File: config.mk
export PLATFORM = sky130hd
export DESIGN_NAME = fb_rect_writer
export DESIGN_NICKNAME = d
export VERILOG_FILES = /design/src/rtl/fb_pkg.sv /design/src/rtl/fb_vs_edge.sv /design/src/rtl/fb_rect_writer.sv
export SDC_FILE = /design/constraint.sdc
export NUM_CORES = 1
export LEC_CHECK = 0
export CORE_MARGIN = 2
export CORE_UTILIZATION = 70
export DETAILED_ROUTE_END_ITERATION = 6
export DONT_BUFFER_PORTS = 1
export HOLD_SLACK_MARGIN = 0.12
export PLACE_DENSITY = 0.85
export RECOVER_POWER = 100
export SKIP_CTS_REPAIR_TIMING = 1
export SLEW_MARGIN = 15
export SYNTH_ARGS = -nofsm -noshare
export SYNTH_HDL_FRONTEND = slang
export SYNTH_SLANG_ARGS = --single-unit
File: constraint.sdc
create_clock -name iVGA_CLK -period 4.8 [get_ports iVGA_CLK]
set_clock_uncertainty 0.1 [all_clocks]
set_input_delay 0.72 -clock iVGA_CLK [delete_from_list [all_inputs] [get_ports iVGA_CLK]]
set_output_delay 0.72 -clock iVGA_CLK [all_outputs]
set_load 0.01 [all_outputs]
File: src/rtl/fb_pkg.sv
// Shared constants, state encoding and address helper for the frame-buffer rectangle writer.
package fb_pkg;

    localparam int H_RES  = 640;
    localparam int V_RES  = 480;
    localparam int ADDR_W = 19;
    localparam int IDX_W  = 8;

    typedef enum logic [1:0] {
        ST_IDLE    = 2'd0,
        ST_WAIT_VS = 2'd1,
        ST_FILL    = 2'd2,
        ST_DONE    = 2'd3
    } fb_state_t;

    // Linear row-major address of an on-screen pixel.
    function automatic logic [ADDR_W-1:0] pix_addr(input logic [9:0] x, input logic [8:0] y);
        pix_addr = ADDR_W'(y) * ADDR_W'(H_RES) + ADDR_W'(x);
    endfunction

endpackage

File: src/rtl/fb_vs_edge.sv
// Falling-edge detector on the active-low vertical sync; the history register resets high.
module fb_vs_edge (
    input  logic clk,
    input  logic rst_n,
    input  logic vs,
    output logic fall
);

    logic vs_prev_r;

    // Remember the previous VS level.
    always_ff @(posedge clk or negedge rst_n) begin
        if (!rst_n) begin
            vs_prev_r <= 1'b1;
        end else begin
            vs_prev_r <= vs;
        end
    end

    assign fall = vs_prev_r & ~vs;

endmodule

File: src/rtl/fb_rect_writer.sv
// Rectangle-fill engine: clips a command to the screen and streams one frame-buffer write per clock.
module fb_rect_writer
    import fb_pkg::*;
(
    input  logic              iVGA_CLK,
    input  logic              iRST_n,
    input  logic              iVS,
    input  logic              cmd_valid,
    output logic              cmd_ready,
    input  logic [9:0]        cmd_x,
    input  logic [8:0]        cmd_y,
    input  logic [9:0]        cmd_w,
    input  logic [8:0]        cmd_h,
    input  logic [IDX_W-1:0]  cmd_index,
    input  logic              cmd_sync,
    output logic              wr_en,
    output logic [ADDR_W-1:0] wr_addr,
    output logic [IDX_W-1:0]  wr_data,
    output logic              done
);

    fb_state_t         state_r;
    logic [9:0]        cw_r;
    logic [8:0]        ch_r;
    logic [9:0]        col_r;
    logic [8:0]        row_r;
    logic [ADDR_W-1:0] line_r;
    logic [IDX_W-1:0]  idx_r;

    logic [10:0]       rem_x_s;
    logic [10:0]       rem_y_s;
    logic [10:0]       cw_s;
    logic [10:0]       ch_s;
    logic              vs_fall_s;
    logic              col_last_s;
    logic              row_last_s;

    fb_vs_edge u_vs_edge (
        .clk   (iVGA_CLK),
        .rst_n (iRST_n),
        .vs    (iVS),
        .fall  (vs_fall_s)
    );

    assign cmd_ready  = (state_r == ST_IDLE);
    assign col_last_s = (col_r == cw_r - 10'd1);
    assign row_last_s = (row_r == ch_r - 9'd1);

    // Clip the incoming command against the screen edges using 11-bit arithmetic.
    always_comb begin
        rem_x_s = 11'(H_RES) - {1'b0, cmd_x};
        rem_y_s = 11'(V_RES) - {2'b00, cmd_y};
        cw_s    = 11'd0;
        ch_s    = 11'd0;
        if ({1'b0, cmd_x} >= 11'(H_RES)) begin
            cw_s = 11'd0;
        end else if ({1'b0, cmd_w} < rem_x_s) begin
            cw_s = {1'b0, cmd_w};
        end else begin
            cw_s = rem_x_s;
        end
        if ({2'b00, cmd_y} >= 11'(V_RES)) begin
            ch_s = 11'd0;
        end else if ({2'b00, cmd_h} < rem_y_s) begin
            ch_s = {2'b00, cmd_h};
        end else begin
            ch_s = rem_y_s;
        end
    end

    // Control FSM; wr_* always present the write for the current FILL cycle.
    always_ff @(posedge iVGA_CLK or negedge iRST_n) begin
        if (!iRST_n) begin
            state_r <= ST_IDLE;
            cw_r    <= 10'd0;
            ch_r    <= 9'd0;
            col_r   <= 10'd0;
            row_r   <= 9'd0;
            line_r  <= {ADDR_W{1'b0}};
            idx_r   <= {IDX_W{1'b0}};
            wr_en   <= 1'b0;
            wr_addr <= {ADDR_W{1'b0}};
            wr_data <= {IDX_W{1'b0}};
            done    <= 1'b0;
        end else begin
            case (state_r)
                ST_IDLE: begin
                    wr_en <= 1'b0;
                    done  <= 1'b0;
                    if (cmd_valid) begin
                        cw_r   <= cw_s[9:0];
                        ch_r   <= ch_s[8:0];
                        col_r  <= 10'd0;
                        row_r  <= 9'd0;
                        line_r <= pix_addr(cmd_x, cmd_y);
                        idx_r  <= cmd_index;
                        if ((cw_s == 11'd0) || (ch_s == 11'd0)) begin
                            state_r <= ST_DONE;
                            done    <= 1'b1;
                        end else if (cmd_sync) begin
                            state_r <= ST_WAIT_VS;
                        end else begin
                            state_r <= ST_FILL;
                            wr_en   <= 1'b1;
                            wr_addr <= pix_addr(cmd_x, cmd_y);
                            wr_data <= cmd_index;
                        end
                    end else begin
                        state_r <= ST_IDLE;
                    end
                end
                ST_WAIT_VS: begin
                    if (vs_fall_s) begin
                        state_r <= ST_FILL;
                        wr_en   <= 1'b1;
                        wr_addr <= line_r;
                        wr_data <= idx_r;
                    end else begin
                        state_r <= ST_WAIT_VS;
                    end
                end
                ST_FILL: begin
                    if (col_last_s && row_last_s) begin
                        state_r <= ST_DONE;
                        wr_en   <= 1'b0;
                        done    <= 1'b1;
                    end else if (col_last_s) begin
                        col_r   <= 10'd0;
                        row_r   <= row_r + 9'd1;
                        line_r  <= line_r + ADDR_W'(H_RES);
                        wr_addr <= line_r + ADDR_W'(H_RES);
                    end else begin
                        col_r   <= col_r + 10'd1;
                        wr_addr <= wr_addr + {{(ADDR_W-1){1'b0}}, 1'b1};
                    end
                end
                ST_DONE: begin
                    state_r <= ST_IDLE;
                    wr_en   <= 1'b0;
                    done    <= 1'b0;
                end
                default: begin
                    state_r <= ST_IDLE;
                    wr_en   <= 1'b0;
                    done    <= 1'b0;
                end
            endcase
        end
    end

endmodule

* Yosys cells after proc, flatten, opt, wreduce, memory -nomap -nowiden
Cells that the tools add are included.
Word-level totals: logic and storage cells 100, flip-flop bits (word level) 97
Operators by class: order comparisons 4, reduce and logical (&&, ||, !) cells 16, multiply operators 1, equality and inequality tests 12, bitwise gates (word level) 2, muxes and demuxes 44, add/sub/neg operators 9
Operators by type and width (number):
- $mux 19 | 9
- $pmux 19 s3 | 1
- $mux 11 | 4
- $pmux 19 s2 | 1
- $mux 8 | 4
- $mux 10 | 3
- $mux 9 | 3
- $logic_not 11->1 | 2
- $pmux 10 s2 | 1
- $add 19x1->19 const B | 1
- $add 19x10->19 | 1
- $add 19x10->19 const B | 1
- $pmux 9 s2 | 1
- $pmux 8 s2 | 1
- $mul 9x3->12 const B | 1
- $ne 2x2->1 const B | 6
- $lt 10x11->1 | 1
- $lt 9x11->1 | 1
- $sub 10x10->11 const A | 1
- $add 10x1->10 const B | 1
- $eq 10x10->1 | 1
- $ge 10x10->1 const B | 1
- $mux 2 | 5
- $sub 10x1->10 const B | 1
- other kinds (24) | 36

* Longest topological paths before layout
depth in word-level cells 9, gate-level depth with buffers 17, depth with buffers taken out 15

* By module
Synthesis repeated with hierarchy kept, for this count alone.
Unflattened totals: cell total of the unflattened synthesis 927, area, all modules 7845.0 µm²
Modules (own cells, without submodules):
- fb_rect_writer | instances 1, cells an instance 925, area an instance 7805.0 µm², seq. area each 2402.3 µm²
- fb_vs_edge | instances 1, cells an instance 2, area an instance 40.0 µm², seq. area each 26.3 µm²

* Worst setup path after synthesis
No wires, ideal clock.
kind input to register, start input port cmd_x[5], end register wr_addr[15], arrival 4.213 ns, required time 4.575 ns, path slack 0.362 ns, cell stages on the path 16, cells stage by stage clkbuf_1 -> or4_1 -> or3_1 -> nand2_1 -> xnor2_1 -> ha_1 -> and3_1 -> nand2_1 -> a21oi_1 -> a211oi_1 -> a2111oi_0 -> nor3b_1 -> o21a_1 -> buf_4 -> buf_6 -> mux2_2
Between the ends: longest elaborated chain between the ends 8, elaborated cells between the ends (all ways) 14, classes of those cells add/sub (2); order compare (2); eq/ne (1); mux (6); reduce/logical (3)
RTL lines:
- start, declared | line fb_rect_writer.sv:10 | input logic [9:0] cmd_x,
- $sub 10x10->11 | line fb_rect_writer.sv:51 | rem_x_s = 11'(H_RES) - {1'b0, cmd_x};
- $lt 10x11->1 | line fb_rect_writer.sv:57 | end else if ({1'b0, cmd_w} < rem_x_s) begin
- $mux 11 | line fb_rect_writer.sv:57
- $mux 11 | line fb_rect_writer.sv:55 | if ({1'b0, cmd_x} >= 11'(H_RES)) begin
- $logic_not 11->1 | line fb_rect_writer.sv:97 | if ((cw_s == 11'd0) || (ch_s == 11'd0)) begin
- $logic_or 1x1->1 | line fb_rect_writer.sv:97
- $ne 2x2->1 (no line)
- $reduce_and 6->1 (no line)
- end signal, assigned | line fb_rect_writer.sv:105 | wr_addr <= pix_addr(cmd_x, cmd_y);
- end signal, assigned | line fb_rect_writer.sv:116 | wr_addr <= line_r;
- end signal, assigned | line fb_rect_writer.sv:131 | wr_addr <= line_r + ADDR_W'(H_RES);
- end, declared | line fb_rect_writer.sv:17 | output logic [ADDR_W-1:0] wr_addr,
Parallel ways exist; a longest one is shown, timed or not. The select of a mux whose other input is x is not followed. A chain may end at the register's enable or synchronous reset.

* Worst setup path in the final report
start register cw_r[2], end register wr_addr[2]
Between the ends: longest elaborated chain between the ends 5, elaborated cells between the ends (all ways) 8, classes of those cells add/sub (1); eq/ne (2); mux (3); reduce/logical (2)
RTL lines:
- start, declared | line fb_rect_writer.sv:23 | logic [9:0] cw_r;
- start signal, assigned | line fb_rect_writer.sv:91 | cw_r <= cw_s[9:0];
- $sub 10x1->10 * | line fb_rect_writer.sv:46 | assign col_last_s = (col_r == cw_r - 10'd1);
- $eq 10x10->1 * | line fb_rect_writer.sv:46
- $mux 19 or $logic_and 1x1->1 (tied branches) | line fb_rect_writer.sv:127, fb_rect_writer.sv:123
- $mux 19 or $ne 2x2->1 (tied branches)
- $pmux 19 s3 or $reduce_and 6->1 (tied branches)
- end signal, assigned | line fb_rect_writer.sv:82 | wr_addr <= {ADDR_W{1'b0}};
- end signal, assigned | line fb_rect_writer.sv:131
- end signal, assigned | line fb_rect_writer.sv:134 | wr_addr <= wr_addr + {{(ADDR_W-1){1'b0}}, 1'b1};
Every way passes the cells marked *; elsewhere a longest branch is shown, timed or not. The select of a mux whose other input is x is not followed.

==> implementation parameters <==
Parameter                              Value

CTS
  Clk buf depth ... 2
  Htree depth ... 3
  Clock Latency Late Sink ... 0.36 ns
  TritonCTS Sinks ... 97
  Number of buffers added by the clock tree synthesis step ... 9
  Clock-pin slew on the worst setup and hold paths ... 0.07 ns
  Root Buffer ... sky130_fd_sc_hd__clkbuf_16
  TritonCTS clock tree ... yes

Finish
  Final layout net count ... 1034
  Most common cell after layout, fill and taps aside ... sky130_fd_sc_hd__nand2_1
  Final cell count without fillers ... 1079
  Synthesis-to-layout area growth ... 5.18%
  Share of cells above drive strength 1 ... 8.09%
  Fill cell total of the finished layout ... 819
  # diodes ... 0
  Final std cell area, no fill ... 8380 um2
  Commonest cells after routing, fill and taps aside ... sky130_fd_sc_hd__nand2_1 (126), sky130_fd_sc_hd__dfrtp_1 (96), sky130_fd_sc_hd__nor2_1 (60)

Floorplanning
  Starting Density ... 72.5%
  Core region area ... 11000 um2
  Die width ... between 100 and 150 um
  Full die area ... 12200 um2
  I/O pins ... between 80 and 90
  Die height ... 111 um
  Row count ... 38

STA
  Relative slew margins ... -62.2%
  Achievable frequency ... roughly 220 MHz
  Max-slew violation total from the final report ... 134
  Setup TNS Final ... 0 ns
  Final worst setup slack ... between 0.3 and 0.4 ns
  Post-layout minimum cycle time ... around 4.5 ns
  Final Cycle Share ... between 90% and 100%
  Tightest Pin Transition ... roughly 2.4 ns
  Final hold violation count ... 0
  Hold WS ... 0.253 ns
  Unrepaired setup endpoints after global routing ... no
  Setup-failing EPs final ... 0

Yosys
  Post-synthesis instance area ... 7960 um2
  Mapped Avg Cell Area ... about 8.4 um2
  Share of the synthesized area in the top cell type ... 30.2%
  Synthesized netlist cell count ... 947
  Synth top area cells ... sky130_fd_sc_hd__dfrtp_1 (30%), sky130_fd_sc_hd__ha_1 (7.2%), sky130_fd_sc_hd__nand2_1 (5.9%)
  Syn_nets ... 1046
  Most common flop cell mapped by yosys ... sky130_fd_sc_hd__dfrtp_1
  Flop and latch count out of synthesis ... 97
  Syn. warnings ... 0
  Share of synthesized area occupied by flip-flops and latches ... 30.5%
  Synth async-reset ratio ... 100%
  Largest area contributor in the synthesized netlist ... sky130_fd_sc_hd__dfrtp_1
  Count of distinct cell types in the synthesized netlist ... 81
  Number of enable flip-flop cells after synthesis ... 0

Detailed routing
  Wire length per cell after detailed routing ... 21.2 um
  Total wire length ... 22900 um
  Vias per cell ... 7.04
  Detail Route Antenna Nets ... 0
  Number of vias in the routed layout ... 7598
  Number of detailed-route iterations in the first pass ... 6
  DRC errors left ... 0
  Number of DRC violations after detailed-routing iteration 0 ... 905

Place
  Post-DP Area ... 8090 um2
  Dpl cells ... 1062
  Buffers added on ports ... 0
  Post-detailed-placement half-perimeter wirelength ... 16300 um
  Placer's final routability congestion estimate ... 0.946
  DP Worst Slack ... ~0.14 ns

Run
  Number of maximum-capacitance violations ... 2

Worst setup path
  Crit path max-delay cell type ... sky130_fd_sc_hd__nor3_1
  Setup crit start kind ... flop
  Class of the most critical setup path ... flop to flop
  Endpoint class of the critical path ... flop
  Data required time of the critical path ... 4.94 ns
  Crit-path cells ... or3_1 > or4_1 > a2111oi_4 > nand2_1 > nor3_1 > buf_4 > nor3_1 > o32a_1 > mux2_2
  Critical path data arrival time ... 4.61 ns
  Critical Path Fanout Max ... 12
  Stage delay of the slowest cell on the critical path ... 1.12 ns
  Most frequent cell on the critical path ... sky130_fd_sc_hd__nor3_1
  R2r setup slk ... approximately 0.33 ns

Power and ir drop
  Comb pwr share ... 49.8%
  Net switching component of the power ... 2250 uW
  Clock power frac ... about 17%
  Switching power as a share of total power ... 46.1%
  Peak supply drop ... 0.000349 V
  Leakage power of the design ... roughly 0.0036 uW
  Register share of total power ... 33.5%
  Power density of the placed cells ... 583 nW/um2
  Internal power ... 2630 uW

Worst hold path
  Worst hold path class ... input pin to flop

Global route
  Via count of the first global-routing pass ... 7431
  Maximum number of pins on one net before global-route repair ... 98
  Number of antenna violations at the first check in global routing ... 0
  Total global routing track utilization ... around 37%
  Wire length of the first global-routing pass ... between 30000 and 40000 um
  Leftover overflow at the end of global routing ... 0

Status
  Violations in the final reports ... max-capacitance violations, max-slew violations
  Outcome ... complete, but fails checks
## state kept, by name, indices dropped and copies added (netlist names)
signal and cells:
col_r 10, u_vs_edge.vs_prev_r 1, ch_r 9, state_r 2, wr_en 1, wr_addr 19
row_r 9, done 1, wr_data 8, line_r 19, idx_r 8, cw_r 10
## final timing paths
check	endpoint	cells after the start	startpoint
setup / recovery	wr_addr[2]	9	cw_r[2]
hold / removal	u_vs_edge.vs_prev_r	0	iVS
setup reg to reg	wr_addr[2]	9	cw_r[2]
hold reg to reg	idx_r[6]	2	idx_r[6]
max in group asynchronous	ch_r[1]	1	iRST_n
min in group asynchronous	u_vs_edge.vs_prev_r	1	iRST_n
## power by group through the flow
stage	sequential (uW)	clock, uW	combinational [uW]
2_1_floorplan	1510	0	1870
3_3_place_gp	1600	0	2240
4_1_cts	1620	805	2380
6_report	1640	813	2430
5_1_grt	1680	834	2660
3_5_place_dp	1630	0	2340
## critical path, delay by kind of cell, from the launching register on
kind	cells	cell delay (ns)
AO/OA/AOI/OAI	2	0.83
flip-flops	1	0.46
AND/OR/NAND/NOR	5	2.33
buffers and inverters	1	0.35
multiplexers	1	0.27
## Yosys cell counts (11+ instances only)
cell type	number
sky130_fd_sc_hd__mux2_2	32
sky130_fd_sc_hd__or2_2	11
sky130_fd_sc_hd__a21o_1	14
sky130_fd_sc_hd__clkbuf_1	27
sky130_fd_sc_hd__nand2b_1	11
sky130_fd_sc_hd__xor2_1	31
sky130_fd_sc_hd__and3_1	11
sky130_fd_sc_hd__o21ai_0	53
sky130_fd_sc_hd__a21oi_1	43
sky130_fd_sc_hd__nor2_1	60
sky130_fd_sc_hd__nor3b_1	13
sky130_fd_sc_hd__mux2i_1	14
sky130_fd_sc_hd__xnor2_1	34
sky130_fd_sc_hd__nand3_1	43
sky130_fd_sc_hd__ha_1	46
sky130_fd_sc_hd__dfrtp_1	96
sky130_fd_sc_hd__or3_1	13
sky130_fd_sc_hd__inv_1	48
sky130_fd_sc_hd__nand4_1	12
sky130_fd_sc_hd__nand2_1	126
sky130_fd_sc_hd__o22ai_1	13
sky130_fd_sc_hd__nor3_1	22
## final cells by class
class | instances | area, um2 | area share (%)
tap | 140 | 175 | 2.09
timing repair buffer | 16 | 118 | 1.40
clock buffer | 10 | 239 | 2.85
inverter | 49 | 184 | 2.20
multi-input combinational | 762 | 5150 | 61.4
sequential | 97 | 2430 | 29.0
clock inverter | 5 | 86.3 | 1.03
## routing by layer
layer / wire length, um / share of wire [%] / GRT usage, % / vias up
met1: 9270 / 40 / 48.9 / 3651
met2: 10500 / 46 / 58.1 / 427
li1: - / - / - / 3429
met3: 2380 / 10 / 9.46 / 91
met5: 0 / 0 / 0 / -
met4: 782 / 3.4 / 15.3 / 0
## metrics by stage
step | power [uW] | util, %
floorplan | 3370 | -
global placement | 3840 | 73.6
detailed placement | 3970 | 73.6
CTS | 4810 | 76.6
global route | 5180 | 76.3
finish | 4890 | 76.3
## cells by family (layout without fill, tap and decap cells)
family                   after synthesis  in the layout  share of synthesized area [%]
AND/OR/NAND/NOR                      370            370                           23.1
buffers and inverters                 88             80                           4.51
AO/OA/AOI/OAI                        228            228                           20.0
multiplexers                          51             51                           6.99
flip-flops                            97             97                           30.5
adder cells (fa/ha/maj)               48             48                           7.73
XOR/XNOR                              65             65                           7.15
Power figures use the tool's default switching activity.
